## src/rtl/riscv_test_monitor.sv

```systemverilog
// End-of-test monitor for riscv-tests programs: PC/gp or tohost verdicts, cycle count, timeout.
// Self-loop hang detection is built only when TEST_MON_STALL_EN is defined.
module riscv_test_monitor #(
  parameter int unsigned     XLEN        = 32,
  parameter int unsigned     MODE        = 0,
  parameter logic [XLEN-1:0] PASS_PC     = 32'h44,
  parameter logic [XLEN-1:0] TOHOST_ADDR = 32'h1000,
  parameter int unsigned     TIMEOUT     = 5000,
  parameter int unsigned     STALL_LIMIT = 64,
  parameter int unsigned     CNT_W       = 32
) (
  input  logic             clk,
  input  logic             rst,
  input  logic             start,
  input  logic             retire_valid,
  input  logic [XLEN-1:0]  retire_pc,
  input  logic [XLEN-1:0]  gp_value,
  input  logic             mem_we,
  input  logic [XLEN-1:0]  mem_addr,
  input  logic [XLEN-1:0]  mem_wdata,
  output logic [2:0]       state,
  output logic             done,
  output logic             done_pulse,
  output logic             pass,
  output logic [XLEN-2:0]  fail_code,
  output logic [CNT_W-1:0] cycles
);

  typedef enum logic [2:0] {
    ST_IDLE    = 3'd0,
    ST_RUN     = 3'd1,
    ST_PASS    = 3'd2,
    ST_FAIL    = 3'd3,
    ST_TIMEOUT = 3'd4,
    ST_HANG    = 3'd5
  } state_e;

  localparam logic [CNT_W-1:0] TIMEOUT_C = CNT_W'(TIMEOUT);

  if (TIMEOUT == 0 || STALL_LIMIT == 0) begin : g_cfg_check
    $error("riscv_test_monitor: TIMEOUT and STALL_LIMIT must be non-zero");
  end

  state_e           state_q, state_d;
  logic [CNT_W-1:0] cycles_q, cycles_d, cycles_inc;
  logic [XLEN-2:0]  fail_code_q, fail_code_d;
  logic             done_pulse_q, done_pulse_d;
  logic             in_run;
  logic             end_hit, end_pass, end_fail;
  logic [XLEN-1:0]  end_val;
  logic             hang_hit, tmo_hit;

  assign in_run = (state_q == ST_RUN);

  // End event: retire at PASS_PC (verdict in gp) or an odd store to tohost.
  always_comb begin
    end_hit = 1'b0;
    end_val = '0;
    if (MODE == 0) begin
      end_hit = retire_valid && (retire_pc == PASS_PC);
      end_val = gp_value;
    end else begin
      end_hit = mem_we && (mem_addr == TOHOST_ADDR) && mem_wdata[0];
      end_val = mem_wdata;
    end
  end

  assign end_pass = end_hit && (end_val == XLEN'(1));
  assign end_fail = end_hit && !end_pass;

  assign cycles_inc = (cycles_q == '1) ? cycles_q : cycles_q + CNT_W'(1);
  assign tmo_hit    = (cycles_inc >= TIMEOUT_C);

`ifdef TEST_MON_STALL_EN
  localparam int unsigned   SW        = $clog2(STALL_LIMIT + 1);
  localparam logic [SW-1:0] STALL_MAX = SW'(STALL_LIMIT);

  logic [SW-1:0]   stall_q, stall_d;
  logic [XLEN-1:0] last_pc_q, last_pc_d;

  always_comb begin
    stall_d   = stall_q;
    last_pc_d = last_pc_q;
    if (start) begin
      stall_d   = '0;
      last_pc_d = '0;
    end else if (in_run && retire_valid) begin
      last_pc_d = retire_pc;
      if (retire_pc != last_pc_q) begin
        stall_d = SW'(1);
      end else if (stall_q != STALL_MAX) begin
        stall_d = stall_q + SW'(1);
      end
    end
  end

  assign hang_hit = in_run && retire_valid && (stall_d == STALL_MAX);

  always_ff @(posedge clk or negedge rst) begin
    if (!rst) begin
      stall_q   <= '0;
      last_pc_q <= '0;
    end else begin
      stall_q   <= stall_d;
      last_pc_q <= last_pc_d;
    end
  end
`else
  assign hang_hit = 1'b0;
`endif

  always_ff @(posedge clk or negedge rst) begin
    if (!rst) begin
      state_q <= ST_IDLE;
    end else begin
      state_q <= state_d;
    end
  end

  // start outranks every verdict; terminal states only leave on start.
  always_comb begin
    state_d = state_q;
    case (state_q)
      ST_IDLE: begin
        if (start) state_d = ST_RUN;
      end
      ST_RUN: begin
        if (start)         state_d = ST_RUN;
        else if (end_pass) state_d = ST_PASS;
        else if (end_fail) state_d = ST_FAIL;
        else if (hang_hit) state_d = ST_HANG;
        else if (tmo_hit)  state_d = ST_TIMEOUT;
      end
      default: begin
        if (start) state_d = ST_RUN;
      end
    endcase
  end

  always_comb begin
    cycles_d     = cycles_q;
    fail_code_d  = fail_code_q;
    done_pulse_d = 1'b0;
    if (start) begin
      cycles_d    = '0;
      fail_code_d = '0;
    end else if (in_run) begin
      cycles_d     = cycles_inc;
      if (end_fail) fail_code_d = end_val[XLEN-1:1];
      done_pulse_d = (state_d != ST_RUN);
    end
  end

  always_ff @(posedge clk or negedge rst) begin
    if (!rst) begin
      cycles_q     <= '0;
      fail_code_q  <= '0;
      done_pulse_q <= 1'b0;
    end else begin
      cycles_q     <= cycles_d;
      fail_code_q  <= fail_code_d;
      done_pulse_q <= done_pulse_d;
    end
  end

  always_comb begin
    state = state_q;
    done  = 1'b0;
    pass  = 1'b0;
    case (state_q)
      ST_PASS: begin
        done = 1'b1;
        pass = 1'b1;
      end
      ST_FAIL, ST_TIMEOUT, ST_HANG: done = 1'b1;
      default: ;
    endcase
  end

  assign done_pulse = done_pulse_q;
  assign fail_code  = fail_code_q;
  assign cycles     = cycles_q;

endmodule

```

## config.mk

```make
export PLATFORM = sky130hd
export DESIGN_NAME = riscv_test_monitor
export DESIGN_NICKNAME = d
export VERILOG_FILES = /design/src/rtl/riscv_test_monitor.sv
export SDC_FILE = /design/constraint.sdc
export NUM_CORES = 1
export LEC_CHECK = 0
export ABC_AREA = 0
export CAP_MARGIN = 15
export CELL_PAD_IN_SITES_DETAIL_PLACEMENT = 0
export CELL_PAD_IN_SITES_GLOBAL_PLACEMENT = 2
export CORE_UTILIZATION = 23
export CTS_BUF_LIST = sky130_fd_sc_hd__clkbuf_4 sky130_fd_sc_hd__clkbuf_8
export DETAILED_ROUTE_END_ITERATION = 7
export PLACE_DENSITY_LB_ADDON = 0.1
export SYNTH_ARGS = -nofsm -noshare
export SYNTH_HDL_FRONTEND = slang
export SYNTH_SLANG_ARGS = --single-unit
```

## constraint.sdc

```tcl
create_clock -name clk -period 3.4 [get_ports clk]
set_input_delay 0.51 -clock clk [delete_from_list [all_inputs] [get_ports clk]]
set_output_delay 0.51 -clock clk [all_outputs]
set_load 0.05 [all_outputs]
```

==> Flow_metrics.wiki, run 1 <==
{| class="wikitable"
! Metric !! Value
|-
| DRT iter0 DRCs || 158
|-
| Count of flip-flops with a built-in enable after synthesis || 0
|-
| # DRC || 0
|-
| Number of antenna violations at the first check in global routing || 0
|-
| Nature of the critical path startpoint || flop
|-
| Vias || 4249
|-
| Clock share of power || 37.2%
|-
| Maxcap violations || 0
|-
| Top cell types by occurrence after synthesis || dfrtp_1 (67), nand2_1 (57), o21ai_0 (40), nor2_1 (38), nand2b_1 (33)
|-
| Number of nets still failing antenna checks after routing || 0
|-
| Worst reg2reg path depth || 8
|-
| Antenna Diode Count || 0
|-
| Internal cell power || 1320 uW
|-
| Synthesis-stage register bit count || 67
|-
| Bufs on Longest Clock Path || 2
|-
| Result of the run || finished, final reports clean
|-
| Maximum fanout along the worst path || 8
|-
| Total number of H-tree levels || 3
|-
| Number of sinks on the clock net || 67
|-
| Die Area || 0.0183 mm^2
|-
| Number of nets produced by synthesis || 618
|-
| TritonCTS clock tree || built
|-
| # nets final || 761
|-
| Effective utilization at floorplan || 23.6%
|-
| Core Area || 0.0174 mm^2
|-
| Kind of critical path || reg2reg
|-
| Post-route minimum period || 3.18 ns
|-
| Wire length of the first global-routing pass || 24400 um
|-
| Largest vdd supply drop || 0.000153 V
|-
| Power per standard cell area || 320 mW/mm^2
|-
| Achievable clock frequency || 315 MHz
|-
| Switching portion of total power || 31.4%
|-
| Cell row count || 48
|-
| Number of hold-slack violations in the final timing report || 0
|-
| Clock-pin slew on the worst setup and hold paths || 0.09 ns
|-
| Post-Synthesis Cell Area || 0.00409 mm^2
|-
| Area contributors post-synth || dfrtp_1 (41%), nand2_1 (5.2%), nand2b_1 (5.0%)
|-
| Dominant register cell in the synthesized netlist || dfrtp_1
|-
| Register Area || 0.00168 mm^2
|-
| Final RePlAce weighted congestion || 0.772
|-
| Worst skew pair latency || 0.37 ns
|-
| Fraction of layout instances using a drive strength above 1 || 10.1%
|-
| Pin count of the biggest net entering global routing || 68
|-
| Die outline width || 135 um
|-
| Worst min-delay path category || in2async
|-
| Via count of the first global-routing pass || 4256
|-
| Switching Power || 606 uW
|-
| Post-route fraction of the period consumed by the critical path || 93.5%
|-
| Required time at the worst-slack endpoint || 3.66 ns
|-
| Area of combinational cells with multiple inputs || 0.00227 mm^2
|-
| R2R Path Start || cycles[1]$_DFFE_PN0P_
|-
| Sequential share of power || 44.0%
|-
| Die boundary height || 135 um
|-
| Final Skew || 0.0119 ns
|-
| Instance count of the mapped netlist || 484
|-
| Synthesis warning total || 0
|-
| GRT overflow || 0
|-
| Total count of max-transition violations in the final report || 0
|-
| Number of post-CTS setup repair buffers || 0
|-
| Synth top area share || 41.0%
|-
| Number of buffers created by CTS || 9
|-
| Normalized max-slew margin || 54.2%
|-
| Share of synthesized area occupied by flip-flops and latches || 41.0%
|-
| Fraction of synthesis flops using an asynchronous set or reset pin || 100%
|-
| Number of fillers in the final layout || 1812
|-
| Worst r2r dst || state[2]$_DFF_PN0_
|-
| Average via count per standard cell || 4.96
|-
| TNS Setup || 0 ns
|-
| Number of top-level pins || 202
|-
| Synth area leader || dfrtp_1
|-
| Worst Path Arrival || 3.44 ns
|-
| Port bufs || 136
|-
| Slew at the pin closest to its max-slew limit || 0.687 ns
|-
| Unrepaired setup endpoints after global routing || false
|-
| Setup crit end kind || flop
|-
| Buffer cell driving the clock tree root || clkbuf_8
|-
| Combinational share of power || 18.8%
|-
| Leakage component of the power || 0.00235 uW
|-
| Number of setup violations in the final report || 0
|-
| Post-place setup slack || 0.161 ns
|-
| Number of iterations in the first detailed-routing pass || 4
|-
| Average wire per standard cell || 17.9 um
|-
| Syn Area/Cell || 8.45 um^2
|-
| Total GRT Usage || 17.5%
|-
| Smallest setup slack after layout || 0.222 ns
|-
| Wirelength, routed || 15400 um
|-
| Total half-perimeter wirelength after legalization and detailed placement || 11300 um
|-
| Worst R2R Setup Slack || 0.22 ns
|-
| Unique masters post-synth || 53
|-
| Top-count cell post-synth || dfrtp_1
|-
| Signed area change from the synthesized netlist to the final layout || 47.5%
|}
[per-layer routing]
layer	wire length (um)	vias up	track usage (%)
met5	0	-	0
met4	208	0	5.74
met3	557	13	2.24
met2	7310	99	28.9
met1	7300	2056	23.5
li1	-	2081	-
[worst max path at each step]
stage / slack, ns / cells after the start / from / end
after detailed placement: 0.16 / 8 / cycles[1]$_DFFE_PN0P_ / state[2]$_DFF_PN0_
after global placement: 0.19 / 8 / cycles[1]$_DFFE_PN0P_ / state[2]$_DFF_PN0_
after floorplan: 0.19 / 9 / cycles[0]$_DFFE_PN0P_ / state[2]$_DFF_PN0_
after CTS: 0.13 / 8 / cycles[1]$_DFFE_PN0P_ / state[2]$_DFF_PN0_
after global routing: 0.03 / 9 / cycles[1]$_DFFE_PN0P_ / state[2]$_DFF_PN0_
final: 0.22 / 8 / cycles[1]$_DFFE_PN0P_ / state[2]$_DFF_PN0_
[kinds of logic after synthesis]
group           Yosys count  share of synthesized area [%]
buf+inv                  40                           4.19
flops                    67                           41.0
xor+xnor                  9                           1.93
compound gates          117                           18.1
fa+ha+maj                 1                          0.306
simple gates            244                           33.0
mux                       6                           1.47
[layout make-up]
type | instances | share of cell area [%]
clock inverter | 7 | 1.29
clock buffer | 9 | 2.05
inverter | 4 | 0.249
multi-input combinational | 377 | 37.6
sequential | 67 | 27.8
tap | 225 | 4.67
timing repair buffer | 168 | 26.4
[flip-flops by register name (all words and copies together), names as in the netlist]
| name | cells |
|---|---|
| state | 3 |
| fail_code | 31 |
| cycles | 32 |
| done_pulse | 1 |
[critical path, cell delays in order, from the launching register on]
cell and delay, ns:
dfrtp_1 0.49, ha_1 0.32, and3_2 0.30, nand3_1 0.18, xnor2_1 0.17, a41o_1 0.22
or4_1 0.58, or4_1 0.53, a32o_1 0.28
[through the flow]
| step | power, uW | utilization (%) | cells | hold WS [ns] | area, um^2 |
|---|---|---|---|---|---|
| floorplan | 1040 | - | 484 | 0.214 | 4090 |
| global placement | 1230 | 33.6 | 841 | 0.463 | 5820 |
| detailed placement | 1230 | 33.6 | 841 | 0.472 | 5820 |
| CTS | 1960 | 34.7 | 857 | 0.126 | 6030 |
| global route | 2010 | 34.8 | 857 | 0.143 | 6030 |
| finish | 1930 | 34.8 | 857 | 0.116 | 6030 |
[timing repair]
| action | 4_1_cts | 5_1_grt |
|---|---|---|
| hold buffers | 0 | 0 |
| setup endpoints to repair | 0 | 1 |
| gates resized for setup | 0 | 2 |
[power groups by stage]
stage / clock [uW] / sequential, uW / combinational (uW)
2_1_floorplan: 0 / 980 / 58.9
3_3_place_gp: 0 / 864 / 366
3_5_place_dp: 0 / 866 / 367
4_1_cts: 738 / 850 / 368
5_1_grt: 769 / 854 / 389
6_report: 717 / 849 / 363
[placed cells by master (no fill, tap or decap), types with 8 or more instances in the layout]
| master | count |
|---|---|
| a311oi_1 | 11 |
| nand3_1 | 20 |
| o21ai_0 | 40 |
| and4_1 | 8 |
| nor3_1 | 16 |
| a211oi_1 | 15 |
| nand2_1 | 57 |
| clkdlybuf4s50_1 | 134 |
| buf_4 | 32 |
| nand2b_1 | 33 |
| nor4_1 | 19 |
| clkbuf_8 | 9 |
| a21oi_1 | 26 |
| nand4_1 | 15 |
| dfrtp_1 | 67 |
| nor2_1 | 37 |
(Power assumes the default switching activity.)
==> run 2, diff against run 1 <==
--- a/config.mk
+++ b/config.mk
@@ -9,6 +9,7 @@
 export CAP_MARGIN = 15
 export CELL_PAD_IN_SITES_DETAIL_PLACEMENT = 0
 export CELL_PAD_IN_SITES_GLOBAL_PLACEMENT = 2
+export CORE_ASPECT_RATIO = 0.9
 export CORE_UTILIZATION = 23
 export CTS_BUF_LIST = sky130_fd_sc_hd__clkbuf_4 sky130_fd_sc_hd__clkbuf_8
 export DETAILED_ROUTE_END_ITERATION = 7
==> Flow_metrics.wiki, run 2 (synthesized netlist as in run 1, its figures left out) <==
{| class="wikitable"
! Metric !! Value
|-
| Result of the run || finished, final reports clean (unchanged)
|-
| Final Skew || 0.0103 ns (was 0.0119 ns)
|-
| Highest cell delay on the worst timing path || 0.58 ns (about the same)
|-
| Total power draw || 1860 uW (was 1930 uW)
|-
| Largest vdd supply drop || 0.000184 V (was 0.000153 V)
|-
| Kind of critical path || reg2reg (unchanged)
|-
| Effective utilization at floorplan || 23.9% (was 23.6%)
|-
| Hold_buf cts || 0 (unchanged)
|-
| Clock-pin slew on the worst setup and hold paths || 0.08 ns (was 0.09 ns)
|-
| Number of hold-slack violations in the final timing report || 0 (unchanged)
|-
| Power per standard cell area || 306 mW/mm^2 (was 320 mW/mm^2)
|-
| Quantity of gates resized following cts || 0 (unchanged)
|-
| Critical Path, Cell by Cell || buf_4, nand4_2, nor4_2, o2111a_1, nor2_1, or4_1, or4_1, a32o_1 (was ha_1, and3_2, nand3_1, xnor2_1, a41o_1, or4_1, or4_1, a32o_1)
|-
| Final RePlAce weighted congestion || 0.825 (was 0.772)
|-
| Final standard cell area without fillers || 0.00608 mm^2 (was 0.00603 mm^2)
|-
| Number of sinks on the clock net || 67 (unchanged)
|-
| DRT iter0 DRCs || 282 (was 158)
|-
| TNS Setup || 0 ns (unchanged)
|-
| Die outline width || 143 um (was 135 um)
|-
| # DRC || 0 (unchanged)
|-
| Worst min-delay path category || in2async (unchanged)
|-
| Worst r2r dst || state[2]$_DFF_PN0_ (unchanged)
|-
| Core Area || 0.0171 mm^2 (was 0.0174 mm^2)
|-
| Antenna Diode Count || 0 (unchanged)
|-
| Pin count of the biggest net entering global routing || 68 (unchanged)
|-
| Number of flip-flops under the largest register name || 32 (unchanged)
|-
| Fraction of layout instances using a drive strength above 1 || 10.5% (was 10.1%)
|-
| Area of placed instances || 0.00590 mm^2 (was 0.00582 mm^2)
|-
| Number of top-level pins || 202 (unchanged)
|-
| Number of iterations in the first detailed-routing pass || 5 (was 4)
|-
| Unrepaired setup endpoints after global routing || false (unchanged)
|-
| Average wire per standard cell || 17.8 um (was 17.9 um)
|-
| Number of setup violations in the final report || 0 (unchanged)
|-
| Worst Path Arrival || 3.41 ns (was 3.44 ns)
|-
| Number of fillers in the final layout || 1834 (was 1812)
|-
| Wire length of the first global-routing pass || 24400 um (about the same)
|-
| Average via count per standard cell || 4.96 (about the same)
|-
| Wirelength, routed || 15500 um (was 15400 um)
|-
| Number of antenna violations at the first check in global routing || 0 (unchanged)
|-
| Setup crit end kind || flop (unchanged)
|-
| Signed area change from the synthesized netlist to the final layout || 48.8% (was 47.5%)
|-
| Die Area || 0.0183 mm^2 (unchanged)
|-
| Vias || 4323 (was 4249)
|-
| Number of buffers created by CTS || 9 (unchanged)
|-
| Most frequent cell on the critical path || or4_1 (unchanged)
|-
| Critical path startpoint || cycles[1]$_DFFE_PN0P_ (unchanged)
|-
| Post-route fraction of the period consumed by the critical path || 92.7% (was 93.5%)
|-
| Die boundary height || 128 um (was 135 um)
|-
| Most frequent cells in the layout || clkdlybuf4s50_1 (134), dfrtp_1 (67), nand2_1 (57), o21ai_0 (40), nor2_1 (37) (unchanged)
|-
| Post-route minimum period || 3.15 ns (was 3.18 ns)
|-
| Total number of H-tree levels || 3 (unchanged)
|-
| Number of nets still failing antenna checks after routing || 0 (unchanged)
|-
| Buffer cell driving the clock tree root || clkbuf_8 (unchanged)
|-
| Normalized max-slew margin || 47.7% (was 54.2%)
|-
| Number of post-CTS setup repair buffers || 0 (unchanged)
|-
| Slowest-stage cell, CP || or4_1 (unchanged)
|-
| TritonCTS clock tree || built (unchanged)
|-
| # nets final || 766 (was 761)
|-
| Final design utilization || 35.5% (was 34.8%)
|-
| Cell row count || 45 (was 48)
|-
| Worst R2R Setup Slack || 0.25 ns (was 0.22 ns)
|-
| Total count of max-transition violations in the final report || 0 (unchanged)
|-
| Slew at the pin closest to its max-slew limit || 0.778 ns (was 0.687 ns)
|-
| Port bufs || 136 (unchanged)
|-
| Maxcap violations || 0 (unchanged)
|-
| Maximum fanout along the worst path || 13 (was 8)
|-
| Worst hold margin || 0.162 ns (was 0.116 ns)
|-
| Worst skew pair latency || 0.37 ns (about the same)
|-
| GRT overflow || 0 (unchanged)
|-
| Nature of the critical path startpoint || flop (unchanged)
|-
| Worst reg2reg path depth || 8 (unchanged)
|-
| Total GRT Usage || 17.7% (was 17.5%)
|-
| R2R Path Start || cycles[1]$_DFFE_PN0P_ (unchanged)
|-
| Leakage component of the power || 0.00238 uW (was 0.00235 uW)
|-
| Bufs on Longest Clock Path || 2 (unchanged)
|-
| Most frequent standard cell in the layout excluding fill and tap cells || clkdlybuf4s50_1 (unchanged)
|-
| Via count of the first global-routing pass || 4155 (was 4256)
|-
| Achievable clock frequency || 317 MHz (was 315 MHz)
|-
| Total half-perimeter wirelength after legalization and detailed placement || 11300 um (about the same)
|-
| Required time at the worst-slack endpoint || 3.66 ns (about the same)
|}
## run 2: per-layer routing
layer	up-vias	part of all wire (%)	track usage [%]
met2	121	45	27.1
met1	2091	49	25.0
li1	2097	-	-
met4	0	1.5	5.25
met5	-	0	0
met3	14	4.4	3.39
## run 2: worst max path at each step
stage | endpoint | slack (ns)
finish | state[2]$_DFF_PN0_ | 0.25
global route | state[2]$_DFF_PN0_ | 0.07
CTS | state[2]$_DFF_PN0_ | 0.26
detailed placement | state[2]$_DFF_PN0_ | 0.27
global placement | state[2]$_DFF_PN0_ | 0.29
floorplan | state[2]$_DFF_PN0_ | 0.19
## run 2: where the power goes
part	internal [uW]	switching [uW]
combinational	154	215
sequential	828	18.8
clock	295	350
total	1280	584
## run 2: stage by stage
step,worst slack (ns),cells
after detailed placement,0.274,856
after global placement,0.289,856
after floorplan,0.193,484
final,0.247,872
after CTS,0.259,872
after global routing,0.0669,872
## run 2: area by class of cell
| cell class | instances | area (um^2) | share of cell area (%) |
|---|---|---|---|
| inverter | 4 | 15.0 | 0.247 |
| clock buffer | 11 | 145 | 2.39 |
| sequential | 67 | 1680 | 27.6 |
| timing repair buffer | 173 | 1650 | 27.2 |
| multi-input combinational | 377 | 2260 | 37.1 |
| tap | 235 | 294 | 4.83 |
| clock inverter | 5 | 38.8 | 0.638 |
## run 2: critical path: cells and delay by family (launching register included)
family / cells / cell delay [ns]
flip-flops: 1 / 0.41
AND/OR/NAND/NOR: 5 / 1.97
buffers and inverters: 1 / 0.16
AO/OA/AOI/OAI: 2 / 0.51
==> run 3, diff against run 2 <==
--- a/config.mk
+++ b/config.mk
@@ -14,6 +14,7 @@
 export CTS_BUF_LIST = sky130_fd_sc_hd__clkbuf_4 sky130_fd_sc_hd__clkbuf_8
 export DETAILED_ROUTE_END_ITERATION = 7
 export PLACE_DENSITY_LB_ADDON = 0.1
+export SKIP_CTS_REPAIR_TIMING = 1
 export SYNTH_ARGS = -nofsm -noshare
 export SYNTH_HDL_FRONTEND = slang
 export SYNTH_SLANG_ARGS = --single-unit
==> results of run 3 <==
Same layout as run 2: the final DEF is identical, and so are final timing and power.
